File: config.mk
export PLATFORM = sky130hd
export DESIGN_NAME = xc_aessub_flat
export DESIGN_NICKNAME = d
export VERILOG_FILES = /design/src/rtl/xc_aessub_if.sv /design/src/rtl/xc_aessub.sv /design/src/flat_wrapper.sv
export SDC_FILE = /design/constraint.sdc
export NUM_CORES = 1
export LEC_CHECK = 0
export CORE_MARGIN = 2
export CORE_UTILIZATION = 28
export CTS_BUF_LIST = sky130_fd_sc_hd__clkbuf_8 sky130_fd_sc_hd__clkbuf_16
export CTS_CLUSTER_SIZE = 24
export DETAILED_ROUTE_END_ITERATION = 7
export HOLD_SLACK_MARGIN = 0.08
export PLACE_DENSITY = 0.52
export SYNTH_ARGS = -nofsm -noshare
export SYNTH_HDL_FRONTEND = slang
export SYNTH_SLANG_ARGS = --single-unit
File: constraint.sdc
create_clock -name clock -period 87.3 [get_ports clock]
set_clock_uncertainty 0.1 [all_clocks]
set_input_delay 17.46 -clock clock [delete_from_list [all_inputs] [get_ports clock]]
set_output_delay 17.46 -clock clock [all_outputs]
set_load 0.01 [all_outputs]
File: src/rtl/xc_aessub_if.sv
// +----------------------------------------------------------------------------+
// | xc_aessub_if : request/response bundle for the AES SubBytes unit            |
// | Revision     : 1.0                                                          |
// +----------------------------------------------------------------------------+
`default_nettype none

interface xc_aessub_if;
  logic        valid;
  logic [31:0] rs1;
  logic [31:0] rs2;
  logic        enc;
  logic        ready;
  logic [31:0] result;

  modport master (output valid, rs1, rs2, enc, input ready, result);
  modport slave  (input valid, rs1, rs2, enc, output ready, result);
endinterface

`default_nettype wire

File: src/rtl/xc_aessub.sv
// +----------------------------------------------------------------------------+
// | xc_aessub : AES SubBytes / InvSubBytes on ShiftRows-gathered lanes          |
// |             computed S-box (GF(2^8) inverse + affine), 1- or 4-cycle        |
// | Revision  : 1.0                                                             |
// +----------------------------------------------------------------------------+
`default_nettype none

module xc_aessub #(
  parameter bit FAST = 1'b0
) (
  input  wire logic        clock,
  input  wire logic        reset,
  input  wire logic        flush,
  input  wire logic [31:0] flush_data,
  xc_aessub_if.slave       bus
);

  typedef enum logic [1:0] {ST_B0 = 2'd0, ST_B1 = 2'd1, ST_B2 = 2'd2, ST_B3 = 2'd3} state_t;

  // Masked shift-and-add multiply: no data-dependent branching.
  function automatic logic [7:0] gf_mul(input logic [7:0] a, input logic [7:0] b);
    logic [7:0] p;
    logic [7:0] x;
    p = 8'h00;
    x = a;
    for (int i = 0; i < 8; i++) begin
      p = p ^ (x & {8{b[i]}});
      x = {x[6:0], 1'b0} ^ (8'h1b & {8{x[7]}});
    end
    return p;
  endfunction

  // x^254 == x^-1 in GF(2^8); 0 maps to 0 naturally.
  function automatic logic [7:0] gf_inv(input logic [7:0] x);
    logic [7:0] x2, x3, x6, x12, x15, x30, x60, x120, x240, x252;
    x2   = gf_mul(x, x);
    x3   = gf_mul(x2, x);
    x6   = gf_mul(x3, x3);
    x12  = gf_mul(x6, x6);
    x15  = gf_mul(x12, x3);
    x30  = gf_mul(x15, x15);
    x60  = gf_mul(x30, x30);
    x120 = gf_mul(x60, x60);
    x240 = gf_mul(x120, x120);
    x252 = gf_mul(x240, x12);
    return gf_mul(x252, x2);
  endfunction

  function automatic logic [7:0] sbox(input logic [7:0] x, input logic fwd);
    logic [7:0] t;
    logic [7:0] v;
    logic [7:0] aff;
    t   = {x[6:0], x[7]} ^ {x[4:0], x[7:5]} ^ {x[1:0], x[7:2]} ^ 8'h05;
    v   = gf_inv(fwd ? x : t);
    aff = v ^ {v[6:0], v[7]} ^ {v[5:0], v[7:6]} ^ {v[4:0], v[7:5]} ^ {v[3:0], v[7:4]} ^ 8'h63;
    return fwd ? aff : v;
  endfunction

  logic [7:0] w_src [4];

  always_comb begin
    w_src[0] = bus.rs1[7:0]   & {8{bus.valid}};
    w_src[1] = bus.rs2[15:8]  & {8{bus.valid}};
    w_src[2] = bus.rs1[23:16] & {8{bus.valid}};
    w_src[3] = bus.rs2[31:24] & {8{bus.valid}};
  end

  generate
    if (FAST) begin : g_fast
      logic [7:0] w_sub [4];
      logic       w_unused;

      for (genvar k = 0; k < 4; k++) begin : g_lane
        assign w_sub[k] = sbox(w_src[k], bus.enc);
      end

      assign w_unused   = ^{clock, reset, flush, flush_data};
      assign bus.ready  = bus.valid;
      assign bus.result = bus.valid ? {w_sub[3], w_sub[2], w_sub[1], w_sub[0]} : 32'h0;
    end else begin : g_slow
      state_t     r_state;
      state_t     w_state_nxt;
      logic [7:0] r_b0, r_b1, r_b2;
      logic [3:0] w_sel;
      logic [7:0] w_step_in;
      logic [7:0] w_step_out;
      logic [2:0] w_cap;
      logic       w_ready;

      always_ff @(posedge clock) begin
        if (reset || flush) begin
          r_state <= ST_B0;
          r_b0    <= flush_data[7:0];
          r_b1    <= flush_data[15:8];
          r_b2    <= flush_data[23:16];
        end else begin
          r_state <= w_state_nxt;
          if (w_cap[0]) r_b0 <= w_step_out;
          if (w_cap[1]) r_b1 <= w_step_out;
          if (w_cap[2]) r_b2 <= w_step_out;
        end
      end

      always_comb begin
        w_sel       = 4'b0001 << r_state;
        w_step_in   = ({8{w_sel[0]}} & w_src[0]) | ({8{w_sel[1]}} & w_src[1]) |
                      ({8{w_sel[2]}} & w_src[2]) | ({8{w_sel[3]}} & w_src[3]);
        w_step_out  = sbox(w_step_in, bus.enc);
        w_state_nxt = r_state;
        w_cap       = 3'b000;
        w_ready     = 1'b0;
        if (bus.valid) begin
          unique case (r_state)
            ST_B0: begin w_cap[0] = 1'b1; w_state_nxt = ST_B1; end
            ST_B1: begin w_cap[1] = 1'b1; w_state_nxt = ST_B2; end
            ST_B2: begin w_cap[2] = 1'b1; w_state_nxt = ST_B3; end
            ST_B3: begin w_ready  = 1'b1; w_state_nxt = ST_B0; end
          endcase
        end
      end

      assign bus.ready  = w_ready;
      assign bus.result = w_ready ? {w_step_out, r_b2, r_b1, r_b0} : 32'h0;
    end
  endgenerate

endmodule

`default_nettype wire
File: src/flat_wrapper.sv
// flat-port wrapper written by rule: the top's interface ports become plain ports
module xc_aessub_flat 
#(
  parameter bit FAST = 1'b0
)
  (clock, reset, flush, flush_data, bus_valid, bus_rs1, bus_rs2, bus_enc, bus_ready, bus_result);
  xc_aessub_if bus_i ();
  input  wire logic clock;
  input  wire logic reset;
  input  wire logic flush;
  input  wire logic [31:0] flush_data;
  input wire logic [$bits(bus_i.valid)-1:0] bus_valid;
  input wire logic [$bits(bus_i.rs1)-1:0] bus_rs1;
  input wire logic [$bits(bus_i.rs2)-1:0] bus_rs2;
  input wire logic [$bits(bus_i.enc)-1:0] bus_enc;
  output wire logic [$bits(bus_i.ready)-1:0] bus_ready;
  output wire logic [$bits(bus_i.result)-1:0] bus_result;
  assign bus_i.valid = bus_valid;
  assign bus_i.rs1 = bus_rs1;
  assign bus_i.rs2 = bus_rs2;
  assign bus_i.enc = bus_enc;
  assign bus_ready = bus_i.ready;
  assign bus_result = bus_i.result;
  xc_aessub #(.FAST(FAST)) u_core (.clock(clock), .reset(reset), .flush(flush), .flush_data(flush_data), .bus(bus_i));
endmodule
Yosys cells after proc, flatten, opt, wreduce, memory -nomap -nowiden
Cells that the tools add are included.

Input bits: 101. Word-level logic and storage cells: 290. Output and inout port bits: 33. Register bits: 26.

Muxes and demuxes: 16. Reductions and logical operators: 5. Shifts and indexed selects: 1. Equality and inequality tests: 3. Bitwise gates (word level): 261.

Operators by type and width (number): 8-bit AND (96); 8-bit bitwise XOR (83); 8-bit by 5-bit bitwise XOR with 8-bit output (77); 8-bit two-way mux (8); 32-bit two-way mux (1); 8-bit OR (3); 2-bit case mux with 4 select lines (1); 2-bit nonzero test (3); 1-bit two-way mux (5); 2-bit equality test, second input constant (2); 4-bit NOT (1); 1-bit by 2-bit left shift with 4-bit output, first input constant (1); 3-bit two-way mux (1); 2-bit by 1-bit equality test with 1-bit output, second input constant (1); 2-bit logical NOT (1); 2-bit NOT (1); 1-bit logical OR (1).

Longest topological paths before layout
Depth after elaboration: 116. Mapped depth: 115. Mapped depth without buffers: 99.

Worst setup path after synthesis
OpenSTA, ideal clock, no wires.

Kind: in2out. Start: in bus_rs2[30]. End: out bus_result[31]. Arrival: 41.688 ns. Slack: 28.052 ns. Stages: 100. Buffers on the path: 13. Data required time: 69.740 ns. Path through: a22o_1 nor2_8 xnor3_1 o211ai_2 inv_1 ha_1 inv_1 ha_1 buf_1 nor3b_1 a31o_2 mux2i_1 xor2_1 xor2_1 xnor3_2 a211o_1 o211a_1 or3_1 (+64 left out) a221oi_1 o221ai_1 a31oi_2 xor2_1 xor3_1 nor2_1 xnor2_1 xnor3_1 xor2_1 xor3_1 nand2b_1 xnor3_1 xnor2_1 xnor2_2 xor2_1 xnor3_1 nor3b_2 nor3_1.

Cells in the longest elaborated chain, start to end: 111. Elaborated cells between the ends (all ways): 254. Those cells by class: mux: 3; bitwise: 251.

RTL lines: start, declared (RTL line flat_wrapper.sv:14) `input wire logic [$bits(bus_i.rs2)-1:0] bus_rs2;`; 8-bit AND * (RTL line xc_aessub.sv:65) `w_src[3] = bus.rs2[31:24] & {8{bus.valid}};`; 8-bit AND * (RTL line xc_aessub.sv:107) `({8{w_sel[2]}} & w_src[2]) | ({8{w_sel[3]}} & w_src[3]);`; 8-bit OR * (RTL line xc_aessub.sv:107); 8-bit bitwise XOR (2 in a row) (RTL line xc_aessub.sv:53) `t = {x[6:0], x[7]} ^ {x[4:0], x[7:5]} ^ {x[1:0], x[7:2]} ^ 8'h05;`; 8-bit two-way mux * (RTL line xc_aessub.sv:54) `v = gf_inv(fwd ? x : t);`; 8-bit by 5-bit bitwise XOR with 8-bit output (RTL line xc_aessub.sv:28) `x = {x[6:0], 1'b0} ^ (8'h1b & {8{x[7]}});`; 8-bit by 5-bit bitwise XOR with 8-bit output / 8-bit AND (equally long branches) (RTL line xc_aessub.sv:28, xc_aessub.sv:27); 8-bit AND (tied with other cells) (RTL line xc_aessub.sv:27) `p = p ^ (x & {8{b[i]}});`; (+87 left out); 8-bit by 5-bit bitwise XOR with 8-bit output (RTL line xc_aessub.sv:28); 8-bit AND / 8-bit by 5-bit bitwise XOR with 8-bit output (equally long branches) (RTL line xc_aessub.sv:27, xc_aessub.sv:28); 8-bit bitwise XOR (tied with other cells) (5 in a row) (RTL line xc_aessub.sv:27); 8-bit bitwise XOR / 8-bit AND (equally long branches) (RTL line xc_aessub.sv:27); 8-bit bitwise XOR * (RTL line xc_aessub.sv:27); 8-bit bitwise XOR (4 in a row) (RTL line xc_aessub.sv:55) `aff = v ^ {v[6:0], v[7]} ^ {v[5:0], v[7:6]} ^ {v[4:0], v[7:5]} ^ {v[3:0], v[7:4]} ^ 8'h63;`; 8-bit two-way mux * (RTL line xc_aessub.sv:56) `return fwd ? aff : v;`; 32-bit two-way mux * (RTL line xc_aessub.sv:123) `assign bus.result = w_ready ? {w_step_out, r_b2, r_b1, r_b0} : 32'h0;`; end, declared (RTL line flat_wrapper.sv:17) `output wire logic [$bits(bus_i.result)-1:0] bus_result;`.

Mark *: on every way between the ends. The rest lies on a longest branch, timed or not.

Final worst setup path
Start: in bus_enc. End: out bus_result[31].

Cells in the longest elaborated chain, start to end: 106. Elaborated cells between the ends (all ways): 249. Those cells by class: mux: 3; bitwise: 246.

RTL lines: start, declared (RTL line flat_wrapper.sv:15) `input wire logic [$bits(bus_i.enc)-1:0] bus_enc;`; 8-bit two-way mux (RTL line xc_aessub.sv:54); 8-bit by 5-bit bitwise XOR with 8-bit output (RTL line xc_aessub.sv:28); 8-bit AND / 8-bit by 5-bit bitwise XOR with 8-bit output (equally long branches) (RTL line xc_aessub.sv:27, xc_aessub.sv:28); 8-bit bitwise XOR (tied with other cells) (5 in a row) (RTL line xc_aessub.sv:27); 8-bit bitwise XOR / 8-bit AND (equally long branches) (RTL line xc_aessub.sv:27); 8-bit bitwise XOR (RTL line xc_aessub.sv:27); 8-bit by 5-bit bitwise XOR with 8-bit output (RTL line xc_aessub.sv:28); 8-bit AND / 8-bit by 5-bit bitwise XOR with 8-bit output (equally long branches) (RTL line xc_aessub.sv:27, xc_aessub.sv:28); (+79 left out); 8-bit by 5-bit bitwise XOR with 8-bit output (RTL line xc_aessub.sv:28); 8-bit AND / 8-bit by 5-bit bitwise XOR with 8-bit output (equally long branches) (RTL line xc_aessub.sv:27, xc_aessub.sv:28); 8-bit bitwise XOR (tied with other cells) (5 in a row) (RTL line xc_aessub.sv:27); 8-bit bitwise XOR / 8-bit AND (equally long branches) (RTL line xc_aessub.sv:27); 8-bit bitwise XOR (RTL line xc_aessub.sv:27); 8-bit bitwise XOR (4 in a row) (RTL line xc_aessub.sv:55); 8-bit two-way mux * (RTL line xc_aessub.sv:56); 32-bit two-way mux * (RTL line xc_aessub.sv:123).

Marked as above.

==> metrics.yaml <==
die-area_sq_um: 68100
synth-main-ff-cell: "edfxtp_1"
cpPeakStageDelay_ps: 860
routed_wl_mm: 56.9
async_reset_ff_share_pct: 0
cpMostUsedCell: "ha_1"
antenna_found_initial: 0
synth_edf_count: 24
rows: 94
track_usage_pct: 16.2
via_count: 16900
cts_setup_buffers: 0
cts_inserted_buffers: 3
worstSetupPathType: "in -> out"
drcViolationCount: 0
required_ps: 69740
cts_max_path_buffers: 2
yosys_warnings: 0
synth_seq_cells: 26
drt_iter0_drc: 1325
start_util_pct: 28.2
cts.clk_slew.worst_paths_ps: 60
synth_cell_types: 119
antennaDiodeCount: 0
syn_area_sq_um: 18500
min_period_ps: 66740
grt_overflow: 0
nets: 2407
cts_hold_buf: 0
synth_nets: 2425
final.setup.tns_ps: 0
fillers: 6923
worst_slew_pin_slew_ps: 1050
cts_resized: 0
dr.pass1.iters: 5
grt_pass1_wl_mm: 90.8
ant_nets: 0
critPathArrivalTime_ps: 49180
min_period_over_period_pct: 76.5
avgViaCountPerCell: 5.43
max_clock_freq_ghz: 0.0150
slew_violations: 0
path_max_fanout: 41
cts_root_buffer: "clkbuf_16"
synthCells: 2273
h-tree-depth: 1
worstSkewPairLatency_ps: 260
cp_slowest_cell: "nand4_1"
syn_avg_cell_area_sq_um: 8.13
seq_area_frac_synth_pct: 4.11
ios: 134
final_common_cell: "xnor2_1"
drive_gt1_share_pct: 10.0
die_w_microns: 261
avgRoutedWirePerCell_microns: 18.2
final_cell_mix: "xnor2_1 (285), nor2_1 (262), nand2_1 (207), xnor3_1 (113), clkdlybuf4s50_1 (93)"
die_y_microns: 261
port-buffer-count: 93
hold_viol_final: 0
final-setup-viol-count: 0
grt_pass1_vias: 16400
cts_tree: "done"
hold_path_class: "reg -> reg"
start_kind: "input pin"
cap_violations: 0
clock-sinks: 26
core_sq_um: 65500
max-slew-margin-rel_pct: 29.6
end_kind: "output port"
gp_congestion: 0.895
synthToLayoutAreaGrowth_pct: 8.93
grt_max_degree: 55
rsz0062_at_grt: "no"
place.detailed.hpwl_mm: 42.0
status: "complete, no violations"
[routing by layer]
metal	vias to the layer above	GRT usage, %	part of all wire (%)
met5	-	0	0
met3	68	0.755	4.2
li1	8164	-	-
met2	488	27.5	48
met1	8205	22.8	46
met4	0	3.13	1.9
[logic make-up (layout without fill, tap and decap cells)]
kind of cell | Yosys count | after routing | synth area share (%)
mux | 43 | 43 | 2.42
fa+ha+maj | 51 | 51 | 3.45
compound gates | 545 | 545 | 21.8
xor+xnor | 584 | 584 | 41.7
simple gates | 806 | 806 | 21.2
flops | 26 | 26 | 4.11
buf+inv | 218 | 199 | 5.30
[through the flow]
| step | setup WS (ps) | utilization, % | cells | hold WS, ps | area, sq um |
|---|---|---|---|---|---|
| after global placement | 21390 | 30.6 | 3114 | 412 | 20100 |
| after CTS | 20820 | 30.7 | 3118 | 435 | 20100 |
| after detailed placement | 20840 | 30.6 | 3114 | 426 | 20100 |
| after global routing | 18250 | 30.7 | 3118 | 478 | 20100 |
| final | 20560 | 30.7 | 3118 | 431 | 20100 |
| after floorplan | 28050 | - | 2273 | 395 | 18500 |
[worst paths after layout]
kind | start | end | slack [ps] | depth (start not counted)
worst max-delay path | bus_enc | bus_result[31] | 20560 | 98
worst min-delay path | u_core.g_slow.r_state[0] | u_core.g_slow.r_state[0] | 430 | 2
worst max register to register | u_core.g_slow.r_state[0] | u_core.g_slow.r_b2[7] | 55310 | 98
worst min register to register | u_core.g_slow.r_state[0] | u_core.g_slow.r_state[0] | 430 | 2
[worst max-delay path, delay by kind of cell]
kind	cells	cell delay [ps]
adders and majority gates	13	6000
AOI/OAI and AO/OA	20	5050
buffers and inverters	20	5390
and+or+nand+nor	17	4790
xor gates and xnor gates	28	10330
[registers in the layout, summed over array words and instances, names as in the netlist]
| signal | cells |
|---|---|
| u_core.g_slow.r_b2 | 8 |
| u_core.g_slow.r_b0 | 8 |
| u_core.g_slow.r_b1 | 8 |
| u_core.g_slow.r_state | 2 |
[area by class of cell]
cell class                 instances  area [sq um]  area share [%]
clock inverter                     1          3.75          0.0186
inverter                          65           244            1.21
multi-input combinational       2029         16800            83.2
tap                              864          1080            5.37
clock buffer                       3          75.1           0.373
sequential                        26           761            3.78
timing repair buffer             130          1210            6.00
[cell usage after synthesis (22+ instances only)]
library cell	number	share of area, %
inv_1	41	0.83
mux2i_1	33	1.8
o21ai_1	34	0.92
buf_2	50	1.4
a22o_1	22	1.0
nand3_1	39	1.1
xnor3_1	113	14
xnor2_2	36	3.2
nand2_1	207	4.2
xor2_1	91	4.3
xnor2_1	286	14
a211oi_1	51	2.1
clkbuf_1	68	1.4
edfxtp_1	24	3.9
a22oi_1	27	1.1
ha_1	51	3.5
and3_1	46	1.6
inv_2	23	0.47
o21ai_0	48	1.3
nor3_1	79	2.1
a21oi_1	79	2.1
o211ai_1	34	1.4
nor2_1	262	5.3
a31oi_1	27	0.91
Power is not shown: default switching activity piles up to over one toggle a cycle in this logic, so the estimate is an artifact.
